File: src/rtl/rd_control.sv
// rd_control: skewed read address/enable generator for the systolic array input buffer.
// Lane i starts i cycles after lane 0; every lane reads len words upward from base_addr.
module rd_control #(
  parameter int unsigned WIDTH_HEIGHT = 4,
  parameter int unsigned ADDR_W       = 8
) (
  input  logic                           clk,
  input  logic                           reset,
  input  logic                           start,
  input  logic [ADDR_W-1:0]              base_addr,
  input  logic [ADDR_W-1:0]              len,
  input  logic                           pause,
  output logic [WIDTH_HEIGHT-1:0]        rd_en,
  output logic [WIDTH_HEIGHT*ADDR_W-1:0] rd_addr,
  output logic                           busy,
  output logic                           done
);

  localparam int unsigned CNT_W = ADDR_W + 1;

  typedef enum logic [1:0] {
    ST_IDLE = 2'd0,
    ST_RUN  = 2'd1,
    ST_DONE = 2'd2
  } state_t;

  state_t                         state;
  // cnt holds the index of the next step to be emitted, not the one on the outputs
  logic [CNT_W-1:0]               cnt;
  logic [ADDR_W-1:0]              base_q;
  logic [ADDR_W-1:0]              len_q;

  logic [ADDR_W-1:0]              cur_base;
  logic [ADDR_W-1:0]              cur_len;
  logic [CNT_W-1:0]               emit_cnt;
  logic [CNT_W-1:0]               end_cnt;
  logic [WIDTH_HEIGHT-1:0]        lane_en;
  logic [WIDTH_HEIGHT*ADDR_W-1:0] lane_addr;

  // Per-lane enable/address for the step about to be registered; IDLE uses the live inputs
  always_comb begin
    cur_base  = (state == ST_IDLE) ? base_addr : base_q;
    cur_len   = (state == ST_IDLE) ? len : len_q;
    emit_cnt  = (state == ST_IDLE) ? '0 : cnt;
    end_cnt   = CNT_W'(len_q) + CNT_W'(WIDTH_HEIGHT - 1);
    lane_en   = '0;
    lane_addr = '0;
    for (int i = 0; i < int'(WIDTH_HEIGHT); i++) begin
      lane_en[i] = (emit_cnt >= CNT_W'(i)) &&
                   (emit_cnt < (CNT_W'(i) + CNT_W'(cur_len)));
      if (lane_en[i]) begin
        lane_addr[i*ADDR_W +: ADDR_W] = cur_base + ADDR_W'(emit_cnt - CNT_W'(i));
      end
    end
  end

  // Sequencer FSM with registered outputs
  always_ff @(posedge clk) begin
    if (reset) begin
      state   <= ST_IDLE;
      cnt     <= '0;
      base_q  <= '0;
      len_q   <= '0;
      rd_en   <= '0;
      rd_addr <= '0;
      busy    <= 1'b0;
      done    <= 1'b0;
    end else begin
      done    <= 1'b0;
      rd_en   <= '0;
      rd_addr <= '0;
      case (state)
        ST_IDLE: begin
          busy <= 1'b0;
          if (start) begin
            if (len != '0) begin
              base_q  <= base_addr;
              len_q   <= len;
              cnt     <= CNT_W'(1);
              rd_en   <= lane_en;
              rd_addr <= lane_addr;
              busy    <= 1'b1;
              state   <= ST_RUN;
            end else begin
              done  <= 1'b1;
              state <= ST_DONE;
            end
          end
        end
        ST_RUN: begin
          if (pause) begin
            busy <= 1'b1;
          end else if (cnt == end_cnt) begin
            busy  <= 1'b0;
            done  <= 1'b1;
            cnt   <= '0;
            state <= ST_DONE;
          end else begin
            busy    <= 1'b1;
            rd_en   <= lane_en;
            rd_addr <= lane_addr;
            cnt     <= cnt + CNT_W'(1);
          end
        end
        ST_DONE: begin
          busy  <= 1'b0;
          cnt   <= '0;
          state <= ST_IDLE;
        end
        default: begin
          busy  <= 1'b0;
          cnt   <= '0;
          state <= ST_IDLE;
        end
      endcase
    end
  end

endmodule

File: config.mk
export PLATFORM = sky130hd
export DESIGN_NAME = rd_control
export DESIGN_NICKNAME = d
export VERILOG_FILES = /design/src/rtl/rd_control.sv
export SDC_FILE = /design/constraint.sdc
export NUM_CORES = 1
export LEC_CHECK = 0
export BUFFER_PORTS_ARGS = -buffer_cell sky130_fd_sc_hd__buf_2
export CAP_MARGIN = 15
export CORE_ASPECT_RATIO = 0.5
export CORE_MARGIN = 2
export CORE_UTILIZATION = 35
export DETAILED_ROUTE_END_ITERATION = 6
export HOLD_SLACK_MARGIN = 0.15
export PLACE_DENSITY = 0.65
export SLEW_MARGIN = 0
export SYNTH_ARGS = -nofsm -noshare
export SYNTH_HDL_FRONTEND = slang
export SYNTH_SLANG_ARGS = --single-unit
File: constraint.sdc
create_clock -name clk -period 7.54 [get_ports clk]
set_clock_uncertainty 0.05 [all_clocks]
set_input_delay 1.508 -clock clk [delete_from_list [all_inputs] [get_ports clk]]
set_output_delay 1.508 -clock clk [all_outputs]
set_load 0.02 [all_outputs]
# == Yosys cells after proc, flatten, opt, wreduce, memory -nomap -nowiden ==
# Cells that the tools add are included.
# totals
regBits,65
input_bits,20
elab_cells,80
output_inout_bits,38
# op_classes
mux,37
n_lt_le_gt_ge,8
addsub,12
n_eq_ne,6
n_reduce_logical,9
# ops
op,count
$mux 32,4
$pmux 32 s2,1
$mux 8,6
$mux 9,5
$add 8x8->8,4
$lt 9x9->1,3
$add 2x8->9 const A,2
$ge 9x1->1 const B,2
$ge 9x2->1 const B,2
$pmux 9 s2,1
$mux 4,4
$sub 8x2->8 const B,2
$add 1x8->9 const A,1
$add 8x2->9 const B,1
$add 9x1->9 const B,1
$eq 9x9->1,1
$lt 9x8->1,1
$reduce_and 3->1,3
$mux 1,8
$mux 2,4
$pmux 4 s2,1
$reduce_bool 8->1,1
$sub 8x1->8 const B,1
$ne 2x2->1 const B,3
other kinds (6),10

# == Logic depth before layout (Yosys ltp) ==
# logic_depth
depth_word,9
ltp_mapped,16
ltp_nobuf,14

# == Worst setup path after synthesis ==
# Ideal clock, no wire load.
# synth_path
kind,input to register
from,in len[1]
to,reg rd_addr[12]
setup_slack_ns,3.197
path_buffers,0
stages,11
setup_time_ns,0.096
t_required_ns,7.394
arrival_time_ns,4.197
cell_sequence,mux2i_1 > or3_4 > or2_4 > or3_4 > xnor2_2 > ha_1 > a21oi_1 > nor2b_1 > a2111oi_0 > o21ai_1 > nor4b_1
# synth_between
elab_chain_cells,8
word_cells_on_any_way,11
cone_classes,add/sub: 1; order compare: 1; mux: 7; reduce/logical: 2
# synth_rtl
element,line,source
start: declaration,11,"input logic [ADDR_W-1:0] len,"
$mux 8,43,cur_len = (state == ST_IDLE) ? len : len_q;
$add 1x8->9,50,(emit_cnt < (CNT_W'(i) + CNT_W'(cur_len)));
$lt 9x9->1,50,
$logic_and 1x1->1,49,lane_en[i] = (emit_cnt >= CNT_W'(i)) &&
$mux 8,51,if (lane_en[i]) begin
"$mux 32, on equally long branches","93, 76",
"$mux 32, on equally long branches","91, 75",
$pmux 32 s2 *,72,case (state)
end signal: assignment,81,rd_addr <= lane_addr;
end signal: assignment,101,rd_addr <= lane_addr;
end: declaration,14,"output logic [WIDTH_HEIGHT*ADDR_W-1:0] rd_addr,"
# Every way passes the cells marked *; elsewhere a longest branch is shown, timed or not.
# A chain may end at the register's enable or synchronous reset.

# == Final worst setup path ==
# Ends and elaborated chain as after synthesis.

==> results.md <==
## Outcome
* finished with violations — outcome
* design-rule violations — violations in the final reports

## Pwr
* 206.6 mW/mm^2 — pwr/cell area
* 763.0 uW — internal power summed over all cells
* 2.573 nW — Lkg Pwr
* 25.3% — combinational share of power
* 33.6% — sequential share of power
* 1.111 mW — Overall Power
* 348.0 uW — switching pwr
* 31.32% — switching share of power
* 0.1160 mV — Max rail drop VDD
* 41.1% — part of the total power dissipated in the clock network

## Global routing
* 17.01% — global routing usage summed across all routing layers
* 0 — number of antenna violations at the first check in global routing
* 0 — remaining global-route overflow
* 37 — pin count of the biggest net entering global routing
* 19.35 mm — global-route wire length before repair
* 3691 — via count of the first global-routing pass

## CTS
* 0.33 ns — clock network latency to the later pin of the worst-skew pair
* 0 — Post-CTS Setup Repair Bufs
* sky130_fd_sc_hd__clkbuf_16 — Root Buffer Master
* 2 — largest buffer count on any clock path
* 65 — count of clock tree sinks
* 0 — Resized Gates After CTS
* 3 — H-tree levels
* 9 — number of clock buffers inserted by TritonCTS
* 0.06 ns — clk slew on worst S/H paths
* built — clock tree from TritonCTS
* 0 — count of hold buffers inserted by post-cts repair

## Routing
* 6.199 mm — WL met1
* 0 — post-route ant nets
* 276 — Detailed Route Iter0 Violations
* 8 — Remaining DRCs
* 701 um — met3 WL post-DR
* 15.14 um — average wire per standard cell
* 5.088 — vias per inst
* 4.927 mm — Detail Route met2 WL
* 11.90 mm — Final Routed Wirelength
* met4 — highest routing layer actually used
* 7 — Initial DRT Pass Iterations
* 3999 — number of vias in the routed layout

## Cells and area
* 15.35% — Syn-to-layout area delta
* 68 x sky130_fd_sc_hd__nand2_1, 65 x sky130_fd_sc_hd__dfxtp_1, 59 x sky130_fd_sc_hd__ha_1 — top library cells by usage in the layout, fill and taps aside
* 15.26% — layout cell share with drive strength beyond 1
* 695 — Final Net Count
* 0 — number of inserted diodes
* sky130_fd_sc_hd__nand2_1 — leading cell type in the layout, fill and taps excluded

## Worst setup path
* 3.21 ns — Worst R2R Setup Slack
* 4.79 ns — arrival time worst endpoint
* 9 — biggest fanout along the worst timing path
* input port to register — CP Class
* 12 — number of cells traversed by the worst register-to-register path
* register — element type at the critical path end
* input port — category of the worst setup path launch point
* 7.73 ns — Required @ worst endpoint

## Timing
* 0 — final-report hold violation count
* 0 ns — post-route setup TNS
* false — unrepaired setup endpoints after global routing
* 0 — number of pins with negative max-slew slack in the final report
* 1.011 ns — slew of the pin with the lowest slew margin
* 4.605 ns — post-layout minimum cycle time
* 0 — # setup viols final
* 0.2172 GHz — maximum clock frequency
* 61.08% — ratio of final minimum period to clock period
* 32.46% — worst-case headroom to the max-slew limit

## Synthesis
* 569 — gate count after technology mapping
* 8.195 um^2 — Post-Syn Area per Cell
* 65 — register bit total from synthesis
* 0 — number of synthesized flops with an enable pin
* 0.004663 mm^2 — summed instance area of the synthesized netlist
* sky130_fd_sc_hd__dfxtp_1 28%, sky130_fd_sc_hd__ha_1 16%, sky130_fd_sc_hd__nand2_1 5.5% — Synth area leaders
* 653 — syn_nets
* sky130_fd_sc_hd__dfxtp_1 — library cell with the largest summed area after synthesis
* sky130_fd_sc_hd__dfxtp_1 — Synth Flop Type
* 0% — Async SR Flop Fraction
* 27.90% — area share of the largest cell type after synthesis
* 59 — number of distinct library cell variants in the gate-level netlist after synthesis
* 0 — total of warnings raised by yosys
* 27.90% — part of the Yosys area used for sequential elements

## Place
* 0.8570 — routability cong.
* 9.199 mm — final HPWL from detailed placement
* 57 — port bufs

## Die
* 29 — number of standard-cell rows in the floorplan
* 0.01284 mm^2 — placeable core region
* 36.30% — initial standard-cell utilization of the core
* 167.2 um — chip width
* 0.01432 mm^2 — Die Footprint
* 85.62 um — die boundary height
* 58 — number of primary I/O pins

## Min path
* 2 — number of cells on the worst hold path
* register to register — Hold Path Class

## Run
* 0 — number of violations of the max-capacitance limit

==> final timing paths <==
| path | start | to |
|---|---|---|
| setup reg to reg | state[1]$_SDFFE_PP0P_ | rd_addr[12]$_SDFF_PP0_ |
| hold / removal | base_q[6]$_SDFFE_PP0P_ | base_q[6]$_SDFFE_PP0P_ |
| hold reg to reg | base_q[6]$_SDFFE_PP0P_ | base_q[6]$_SDFFE_PP0P_ |
| setup / recovery | len[1] | rd_addr[12]$_SDFF_PP0_ |
==> cells in the mapped netlist, types with 2 or more instances <==
cell type,n
sky130_fd_sc_hd__nand2b_1,5
sky130_fd_sc_hd__a21o_1,7
sky130_fd_sc_hd__nor2_1,32
sky130_fd_sc_hd__nor4_1,9
sky130_fd_sc_hd__clkbuf_1,16
sky130_fd_sc_hd__o21ai_0,22
sky130_fd_sc_hd__ha_1,59
sky130_fd_sc_hd__buf_2,8
sky130_fd_sc_hd__xnor2_1,22
sky130_fd_sc_hd__nand3_1,10
sky130_fd_sc_hd__mux2i_1,13
sky130_fd_sc_hd__fa_1,5
sky130_fd_sc_hd__o32ai_1,2
sky130_fd_sc_hd__a311oi_1,2
sky130_fd_sc_hd__nand2_1,68
sky130_fd_sc_hd__a31o_2,3
sky130_fd_sc_hd__buf_1,2
sky130_fd_sc_hd__o2111ai_1,2
sky130_fd_sc_hd__nor2b_1,3
sky130_fd_sc_hd__o21ai_1,2
sky130_fd_sc_hd__o21a_1,3
sky130_fd_sc_hd__nor3_1,39
sky130_fd_sc_hd__nand4_1,5
sky130_fd_sc_hd__and2_1,4
sky130_fd_sc_hd__and4_1,2
sky130_fd_sc_hd__a31oi_1,6
sky130_fd_sc_hd__or2_2,5
sky130_fd_sc_hd__a221oi_1,2
sky130_fd_sc_hd__a21oi_1,42
sky130_fd_sc_hd__or3_4,2
sky130_fd_sc_hd__dfxtp_1,65
sky130_fd_sc_hd__inv_1,47
sky130_fd_sc_hd__xor2_1,25
sky130_fd_sc_hd__nor4b_1,4
sky130_fd_sc_hd__o22ai_1,2
==> flip-flops by register name (all words and copies together), names as in the netlist <==
signal   count
cnt          9
rd_en        4
len_q        8
busy         1
base_q       8
rd_addr     32
state        2
done         1
==> power by group through the flow <==
| stage | clock network, mW | registers (mW) | logic [mW] |
|---|---|---|---|
| after detailed placement | 0 | 0.380 | 0.278 |
| final | 0.457 | 0.373 | 0.281 |
| after CTS | 0.465 | 0.373 | 0.280 |
| after global placement | 0 | 0.380 | 0.275 |
| after global routing | 0.478 | 0.375 | 0.316 |
| after floorplan | 0 | 0.382 | 0.208 |
==> routing by layer <==
metal,GRT usage [%],vias to the layer above
met3,4.246,7
met4,3.162,0
met5,0,-
met2,25.80,108
met1,24.65,1831
li1,-,2053
==> critical path, cell delays in order <==
cell and delay, ns:
sky130_fd_sc_hd__buf_2 0.12, sky130_fd_sc_hd__mux2i_1 0.23, sky130_fd_sc_hd__or3_4 0.47, sky130_fd_sc_hd__or2_4 0.27, sky130_fd_sc_hd__or3_4 0.38, sky130_fd_sc_hd__xnor2_2 0.13
sky130_fd_sc_hd__ha_1 0.32, sky130_fd_sc_hd__a21oi_1 0.17, sky130_fd_sc_hd__nor2b_1 0.06, sky130_fd_sc_hd__a2111oi_0 0.38, sky130_fd_sc_hd__o21ai_1 0.39, sky130_fd_sc_hd__nor4b_1 0.36
==> cell families (layout without fill, tap and decap cells) <==
family / after synthesis / after routing / synth area share (%)
AND/OR/NAND/NOR: 194 / 194 / 20.34
adder cells (fa/ha/maj): 64 / 64 / 17.98
multiplexers: 14 / 14 / 3.085
buffers and inverters: 74 / 121 / 6.332
flip-flops: 65 / 65 / 27.90
AO/OA/AOI/OAI: 110 / 110 / 15.19
XOR/XNOR: 48 / 48 / 9.176
==> final cells by class <==
cell class / instances / area, um^2
repair buffers: 58 / 292.8
flip-flops and latches: 65 / 1301
multi-input cells: 430 / 3067
fillers: 1316 / 7466
clock buffers: 10 / 239.0
clock inverters: 6 / 90.09
inverters: 47 / 176.4
well taps: 170 / 212.7
==> per-stage QoR <==
step / util (%) / setup slack, ns / cell area (um^2) / hold WS [ns] / std cells
floorplan: - / 3.197 / 4663 / 0.3857 / 569
global placement: 39.31 / 2.697 / 5050 / 0.3912 / 770
detailed placement: 39.31 / 2.621 / 5050 / 0.3958 / 770
CTS: 41.88 / 2.937 / 5379 / 0.4033 / 786
global route: 41.88 / 2.647 / 5379 / 0.4235 / 786
finish: 41.88 / 2.935 / 5379 / 0.4021 / 786
Note: power is estimated with default switching activity, not from simulation.
